$ cat src/rtl/axis_pl_to_ps_serializer.sv
// rtl/axis_pl_to_ps_serializer.sv - round-robin multi-channel AXI-Stream width down-converter with channel tag and fixed-length tlast
module axis_pl_to_ps_serializer #(
  parameter int IN_WIDTH  = 128,
  parameter int OUT_WIDTH = 32,
  parameter int NUM_CH    = 2,
  parameter int PKT_BEATS = 256,
  parameter int FLUSH_BIT = 0,
  localparam int CH_BITS  = (NUM_CH > 1) ? $clog2(NUM_CH) : 1
) (
  input  logic                        clk,
  input  logic                        rst,
  input  logic [NUM_CH*IN_WIDTH-1:0]  s_axis_tdata,
  input  logic [NUM_CH-1:0]           s_axis_tvalid,
  output logic [NUM_CH-1:0]           s_axis_tready,
  input  logic [NUM_CH-1:0]           ch_enable,
  output logic [OUT_WIDTH-1:0]        m_axis_tdata,
  output logic                        m_axis_tvalid,
  input  logic                        m_axis_tready,
  output logic                        m_axis_tlast,
  output logic [CH_BITS-1:0]          m_axis_tuser,
  input  logic [15:0]                 gpio_ctrl
);

  localparam int RATIO    = IN_WIDTH / OUT_WIDTH;
  localparam int SL_BITS  = (RATIO > 1) ? $clog2(RATIO) : 1;
  localparam int CNT_BITS = (PKT_BEATS > 1) ? $clog2(PKT_BEATS) : 1;
  localparam logic [SL_BITS-1:0]  LAST_SLICE = SL_BITS'(RATIO - 1);
  localparam logic [CNT_BITS-1:0] LAST_BEAT  = CNT_BITS'(PKT_BEATS - 1);

  typedef enum logic {EMPTY = 1'b0, SEND = 1'b1} state_t;

  state_t                state_q;
  logic [IN_WIDTH-1:0]   buf_q;
  logic [SL_BITS-1:0]    slice_q;
  logic [CH_BITS-1:0]    rr_ptr_q;
  logic [CNT_BITS-1:0]   beat_cnt_q;
  logic [OUT_WIDTH-1:0]  tdata_q;
  logic                  tvalid_q;
  logic                  tlast_q;
  logic [CH_BITS-1:0]    tuser_q;

  logic                  flush;
  logic                  out_hs;
  logic                  last_slice;
  logic                  load_ok;
  logic [NUM_CH-1:0]     req_rot;
  logic                  grant_vld;
  int                    grant_off;
  logic [CH_BITS-1:0]    grant;
  logic [CH_BITS-1:0]    grant_nxt;
  logic                  in_hs;
  logic [IN_WIDTH-1:0]   in_word;
  logic [SL_BITS-1:0]    slice_d;
  logic [OUT_WIDTH-1:0]  slice_data_d;
  logic [CNT_BITS-1:0]   beat_cnt_d;
  logic                  gpio_unused;

  assign gpio_unused = ^gpio_ctrl;
  assign flush       = gpio_ctrl[FLUSH_BIT];
  assign out_hs      = tvalid_q && m_axis_tready;
  assign last_slice  = (slice_q == LAST_SLICE);
  // A new word may enter when idle or when the final slice leaves this cycle
  assign load_ok     = (state_q == EMPTY) || (out_hs && last_slice);

  // Requests rotated so that bit 0 is the channel at rr_ptr
  assign req_rot = NUM_CH'({s_axis_tvalid & ch_enable, s_axis_tvalid & ch_enable} >> rr_ptr_q);

  // Round-robin search: lowest rotated offset with a live request wins
  always_comb begin
    grant_vld = 1'b0;
    grant_off = 0;
    for (int i = NUM_CH - 1; i >= 0; i--) begin
      if (req_rot[i]) begin
        grant_vld = 1'b1;
        grant_off = i;
      end
    end
    grant     = CH_BITS'((int'(rr_ptr_q) + grant_off) % NUM_CH);
    grant_nxt = CH_BITS'((int'(rr_ptr_q) + grant_off + 1) % NUM_CH);
  end

  // Reset and flush both block acceptance so no word is lost into a cleared buffer
  assign in_hs         = rst && !flush && load_ok && grant_vld;
  assign s_axis_tready = in_hs ? (NUM_CH'(1) << grant) : '0;
  assign in_word       = IN_WIDTH'(s_axis_tdata >> (int'(grant) * IN_WIDTH));
  assign slice_d       = slice_q + 1'b1;
  assign slice_data_d  = OUT_WIDTH'(buf_q >> (int'(slice_d) * OUT_WIDTH));
  assign beat_cnt_d    = !out_hs ? beat_cnt_q :
                         (beat_cnt_q == LAST_BEAT) ? '0 : beat_cnt_q + 1'b1;

  // Buffer/slice FSM with registered output beat; flush outranks every handshake
  always_ff @(posedge clk or negedge rst) begin
    if (!rst) begin
      state_q    <= EMPTY;
      buf_q      <= '0;
      slice_q    <= '0;
      rr_ptr_q   <= '0;
      beat_cnt_q <= '0;
      tdata_q    <= '0;
      tvalid_q   <= 1'b0;
      tlast_q    <= 1'b0;
      tuser_q    <= '0;
    end else if (flush) begin
      state_q    <= EMPTY;
      slice_q    <= '0;
      rr_ptr_q   <= '0;
      beat_cnt_q <= '0;
      tvalid_q   <= 1'b0;
      tlast_q    <= 1'b0;
    end else begin
      beat_cnt_q <= beat_cnt_d;
      if (in_hs) begin
        state_q  <= SEND;
        buf_q    <= in_word;
        slice_q  <= '0;
        tuser_q  <= grant;
        rr_ptr_q <= grant_nxt;
        tdata_q  <= in_word[OUT_WIDTH-1:0];
        tvalid_q <= 1'b1;
        tlast_q  <= (beat_cnt_d == LAST_BEAT);
      end else if (out_hs) begin
        if (last_slice) begin
          state_q  <= EMPTY;
          tvalid_q <= 1'b0;
        end else begin
          slice_q  <= slice_d;
          tdata_q  <= slice_data_d;
          tlast_q  <= (beat_cnt_d == LAST_BEAT);
        end
      end
    end
  end

  assign m_axis_tdata  = tdata_q;
  assign m_axis_tvalid = tvalid_q;
  assign m_axis_tlast  = tlast_q;
  assign m_axis_tuser  = tuser_q;

endmodule
$ cat config.mk
export PLATFORM = sky130hd
export DESIGN_NAME = axis_pl_to_ps_serializer
export DESIGN_NICKNAME = d
export VERILOG_FILES = /design/src/rtl/axis_pl_to_ps_serializer.sv
export SDC_FILE = /design/constraint.sdc
export NUM_CORES = 1
export LEC_CHECK = 0
export BUFFER_PORTS_ARGS = -buffer_cell sky130_fd_sc_hd__buf_2
export CAP_MARGIN = 20
export CORE_ASPECT_RATIO = 1.1
export CORE_UTILIZATION = 30
export CTS_BUF_LIST = sky130_fd_sc_hd__clkbuf_4 sky130_fd_sc_hd__clkbuf_8
export CTS_CLUSTER_SIZE = 14
export DETAILED_ROUTE_END_ITERATION = 7
export PLACE_DENSITY = 0.48
export SLEW_MARGIN = 10
export SYNTH_ARGS = -nofsm -noshare
export SYNTH_HDL_FRONTEND = slang
export SYNTH_SLANG_ARGS = --single-unit
$ cat constraint.sdc
create_clock -name clk -period 2.9 [get_ports clk]
set_input_delay 0.29 -clock clk [delete_from_list [all_inputs] [get_ports clk]]
set_output_delay 0.29 -clock clk [all_outputs]
set_load 0.005 [all_outputs]
======== Word level (Yosys, flattened, before mapping) ========
Cells that the tools add are included.
Widths: inputs -> output; s select.
word-level totals
  latch bits .............................. 0
  memories kept ........................... 0
  bits in read-only memories .............. 0
  register bits ........................... 174
  word-level logic and storage cells ...... 64
  bits in writable memories ............... 0
operators by class
  shift operators ......................... 4
  add/subtract/negate cells ............... 4
  $lt $le $gt $ge ......................... 0
  reductions and logical operators ........ 15
  equality and inequality tests ........... 5
  $mul .................................... 0
  muxes and demuxes ....................... 25
  bitwise operators ....................... 3
  divide/modulo/power cells ............... 0
operators by type and width
  operator             count
  $shr 256x8->128      1
  $shr 128x7->32       1
  $mux 32              3
  $mux 8               3
  $eq 8x8->1 const B   2
  $mux 1               14
  $mux 2               5
  $add 8x1->8 const B  1
  $reduce_and 2->1     3
  $reduce_bool 3->1    2
  $logic_and 1x1->1    5
  $reduce_bool 2->1    2
  $shr 4x1->2          1
  $ne 3x2->1 const B   1
  $reduce_and 3->1     1
  $add 2x1->2 const B  1
  $and 2x2->2          1
  $eq 2x2->1 const B   1
  $ne 2x1->1 const B   1
  $not 1->1            2
  $shl 1x1->2 const A  1
  $add 1x1->1          1
  $add 1x1->1 const B  1
  $logic_not 1->1      1
  $logic_or 1x1->1     1

======== Depth between registers and ports, before layout ========
  depth in word-level cells ............... 8
  gate-level depth with buffers ........... 9

======== Worst setup path before layout ========
OpenSTA, ideal clock, no wires.
  path kind ............................... register to register
  start ................................... reg slice_q[0]
  end ..................................... reg tdata_q[16] (netlist: m_axis_tdata[16])
  slack ................................... 0.770 ns
  cell stages (with the launch flop) ...... 8
  buffers on the path ..................... 2
  period minus slack after synthesis ...... 2.130 ns
  data arrival time ....................... 2.003 ns
  cells stage by stage .................... dfrtp_1 > ha_1 > clkbuf_1 > clkbuf_1 > mux4_2 > o41ai_1 > o41ai_2 > mux2_1
between the ends
  cells in the longest elaborated chain, start to end .. 7
  elaborated cells on any way between the ends .. 13
  those cells by class .................... add/sub: 1; eq/ne: 2; shift: 1; mux: 3; reduce/logical: 6
ends and longest elaborated chain
  item                                                                 RTL line  text
  from (decl)                                                          34        logic [SL_BITS-1:0] slice_q;
  from (signal assigned)                                               126       slice_q <= slice_d;
  parallel branches: the longest is 7 deep, another holds $add 2x1->2  --
  to (signal assigned)                                                 118       tdata_q <= in_word[OUT_WIDTH-1:0];
  to (signal assigned)                                                 127       tdata_q <= slice_data_d;
  to (decl)                                                            37        logic [OUT_WIDTH-1:0] tdata_q;
Parallel ways; which one is timed is not known. The select of a mux whose other input is x is not followed.
A chain may end at the register's enable or synchronous reset.

======== Final worst setup path ========
  start ................................... reg slice_q[0]
  end ..................................... out s_axis_tready[1]
between the ends
  cells in the longest elaborated chain, start to end .. 6
ends and longest elaborated chain
  item                             RTL line  text
  $eq 2x2->1                       61        assign last_slice = (slice_q == LAST_SLICE);
  $logic_and 1x1->1                63        assign load_ok = (state_q == EMPTY) || (out_hs && last_slice);
  $logic_or 1x1->1                 63
  $logic_and 1x1->1 (2 in series)  83        assign in_hs = rst && !flush && load_ok && grant_vld;
  $mux 2                           84        assign s_axis_tready = in_hs ? (NUM_CH'(1) << grant) : '0;
  to (decl)                        14        output logic [NUM_CH-1:0] s_axis_tready,
Every way passes these cells.

==> summary.txt <==
Final layout
  – Area Growth Syn to Fin: 22.66%
  – Final Core Density: 37.73%
  – Finished Cell Area: 0.01266 sq mm
  – Share of cells above drive strength 1: 38.49%
  – # fillers: 3,427
  – Multi-input logic area: 0.005518 sq mm
  – Nets: 1,489
  – Sequential cell area: 0.004357 sq mm

GRT
  – Vias in the first global route: 8,754
  – First-pass GRT wire length: 51.49 mm
  – GR Overflow Total: 0
  – Largest net degree at the start of global routing: 110
  – GR Util All Layers: 19.41%
  – Initial antenna violation count: 2

Yosys
  – Number of synthesized flops with an enable pin: 0
  – Sequential-to-total area share from yosys stat: 42.20%
  – Ys flop type: dfrtp_1
  – Synth Area per Inst: 10.74 sq um
  – YS warnings: 0
  – Synthesized instance count: 961
  – Mapped Nets: 1,242
  – #FFs+latches synth: 174
  – Synth cell types: 47
  – Asr flop ratio synth: 100.0%
  – Post-Syn Area: 0.01032 sq mm

Placed design
  – Area post-placement: 0.01224 sq mm
  – Port bufs: 300
  – DP HPWL: 22.75 mm
  – Placer Congestion: 0.8027

Timing
  – Minimum clock period after layout: 2.620 ns
  – Hold Slack: 0.09010 ns
  – Slew Limit Fails: 0
  – Setup TNS: 0 ns
  – Tcrit/Tclk final: 90.34%
  – Slew margin rel.: 25.36%
  – Setup violators final: 0
  – Worst clock skew: 0.01366 ns
  – Fmax: 0.3817 GHz
  – RSZ-0062 raised after global routing: false
  – Hold Fails Final Rpt: 0
  – Worst slew pin tran: 1.117 ns

Hold path
  – Worst min-delay path class: input port to flop
  – Hold Crit Start: s_axis_tdata[72]
  – Hold path depth: 3

Clocking
  – CTS Buf Count: 17
  – CTS Sinks: 174
  – Clock Path Buffers: 2
  – CTS tree: done
  – Post-CTS Setup Inserts: 0
  – Max H-tree Level: 4
  – Clock root buffer: clkbuf_8
  – CTS clk-pin slew, worst paths: 0.10 ns
  – Clk_lat worst skew: 0.48 ns

Critical path
  – Crit path depth: 6
  – Family with the most delay on the worst path: simple AND/OR/NAND/NOR gates
  – Critical path class: flop to output pin
  – WP buf/inv: 2
  – Worst stage delay on the critical path: 0.50 ns
  – Crit path launch type: flop
  – Critical Path End Type: output pin
  – CP Cell Sequence: ha_2, a21boi_4, buf_4, nor4_1, and2_1, buf_2
  – Worst EP arrival: 2.33 ns
  – Required @ worst endpoint: 2.61 ns
  – CP max FO: 34
  – CP startpoint: slice_q[0]
  – Reg2reg start: rr_ptr_q
  – Worst reg2reg path depth: 4
  – Slowest-stage cell, CP: nor4_1

Pwr
  – Maximum vdd drop: 281.8 uV
  – PD cells: 580.1 mW/mm^2
  – Post-layout power: 7.342 mW
  – P_leak: 5.604 nW

Detailed routing
  – 1st-pass router iterations: 5
  – DR WL/cell: 20.33 um
  – DRC viols: 0
  – Vias per cell: 5.320
  – ANT nets after route: 0
  – Via Count: 8,804
  – Initial DRC Count: 512
  – Routed WL: 33.65 mm

Die
  – Die Wd: 178.8 um
  – Die Height: 196.5 um
  – Full die area: 0.03514 sq mm
  – Placement Rows: 70
  – Top Ports: 316
  – Core ar.: 0.03354 sq mm
  – Initial Util: 30.76%

Run
  – Max cap viols: 0

Status
  – Outcome: completed
-- cell type report --
cell class	instances	area share [%]
Clock buffer	19	2.066
Sequential cell	174	34.42
Multi-Input combinational cell	684	43.59
Inverter	2	0.05931
Tap cell	432	4.270
Antenna cell	2	0.03954
Timing Repair Buffer	329	14.46
Clock inverter	13	1.087
-- cell usage in the layout, fill, tap and decap left out, types with 22 or more instances in the layout --
| cell type | netlist | layout |
|---|---|---|
| buf_2 | 19 | 299 |
| dfrtp_1 | 174 | 172 |
| nand2_1 | 137 | 136 |
| o21ai_0 | 100 | 100 |
| mux2i_1 | 96 | 96 |
| nor3_1 | 67 | 67 |
| o41ai_1 | 57 | 57 |
| o41ai_2 | 39 | 39 |
| nand4b_1 | 33 | 33 |
| o31ai_1 | 32 | 32 |
| mux4_2 | 32 | 32 |
| mux2_2 | 22 | 22 |
-- worst paths after layout --
path / to / slack [ns]
worst max-delay path: s_axis_tready[1] / 0.28
worst min-delay path: buf_q[72] / 0.09
worst max register to register: m_axis_tdata[5] / 0.50
worst min register to register: buf_q[36] / 0.48
max in group asynchronous: buf_q[18] / 0.86
min in group asynchronous: beat_cnt_q[6] / 0.56
-- what timing repair did --
| item | CTS | global route |
|---|---|---|
| hold buffers | 1 | 0 |
| resized for setup | 0 | 0 |
| hold endpoints to repair | 10 | 0 |
-- layer usage --
| layer | global-route usage, % | vias up | wire [um] |
|---|---|---|---|
| met3 | 3.164 | 27 | 1676 |
| met4 | 5.116 | 0 | 409 |
| met2 | 30.79 | 283 | 15970 |
| li1 | - | 4186 | - |
| met5 | 0 | - | 0 |
| met1 | 27.25 | 4308 | 15590 |
-- report_power, final --
part | switching (mW) | internal [mW] | total (mW)
Combinational | 1.05 | 1.10 | 2.15
Sequential | 0.366 | 3.04 | 3.41
Clock | 0.966 | 0.816 | 1.78
Total | 2.38 | 4.96 | 7.34
-- cell usage after synthesis, drive strengths merged (2+ instances only) --
cell type	count	area, sq um
dfrtp	174	4354
nand2	137	514.2
o21ai	100	500.5
mux2i	96	960.9
o41ai	96	1134
nor3	67	335.3
clkbuf	63	237.7
buf	38	245.2
nand4b	33	289.0
mux2	32	360.4
mux4	32	720.7
o31ai	32	240.2
nor2	9	33.78
a21oi	6	30.03
and2	4	25.02
o21a	4	30.03
xnor2	4	35.03
nand3	3	15.01
xor2	3	26.28
and3	2	12.51
ha	2	25.02
inv	2	7.500
nand2b	2	12.51
nand4	2	12.51
o2111ai	2	17.52
or3	2	12.51
-- per-stage QoR --
stage / cells / setup WS [ns]
floorplan: 961 / 0.7698
global placement: 1620 / 0.3834
detailed placement: 1620 / 0.3753
CTS: 1653 / 0.2590
global route: 1655 / 0.08740
finish: 1655 / 0.2800
-- worst register-to-register path, delay by kind of cell (launching register included) --
kind             cells  cell delay, ns
AND/OR/NAND/NOR      1            0.17
flip-flops           1            0.62
AO/OA/AOI/OAI        2            1.34
multiplexers         1            0.22
-- kinds of logic after synthesis --
family | Yosys count | synth area share [%]
compound gates | 247 | 19.64
simple gates | 267 | 12.68
fa+ha+maj | 3 | 0.3395
buf+inv | 103 | 4.753
mux | 160 | 19.79
flops | 174 | 42.20
xor+xnor | 7 | 0.5942
-- flip-flops by register name (all words and copies together), names as in the netlist --
register and count:
rr_ptr_q 1, m_axis_tdata 32, m_axis_tlast 1, beat_cnt_q 8, m_axis_tuser 1, buf_q 128
m_axis_tvalid 1, slice_q 2
No activity file was read; power rests on OpenSTA's default activity.
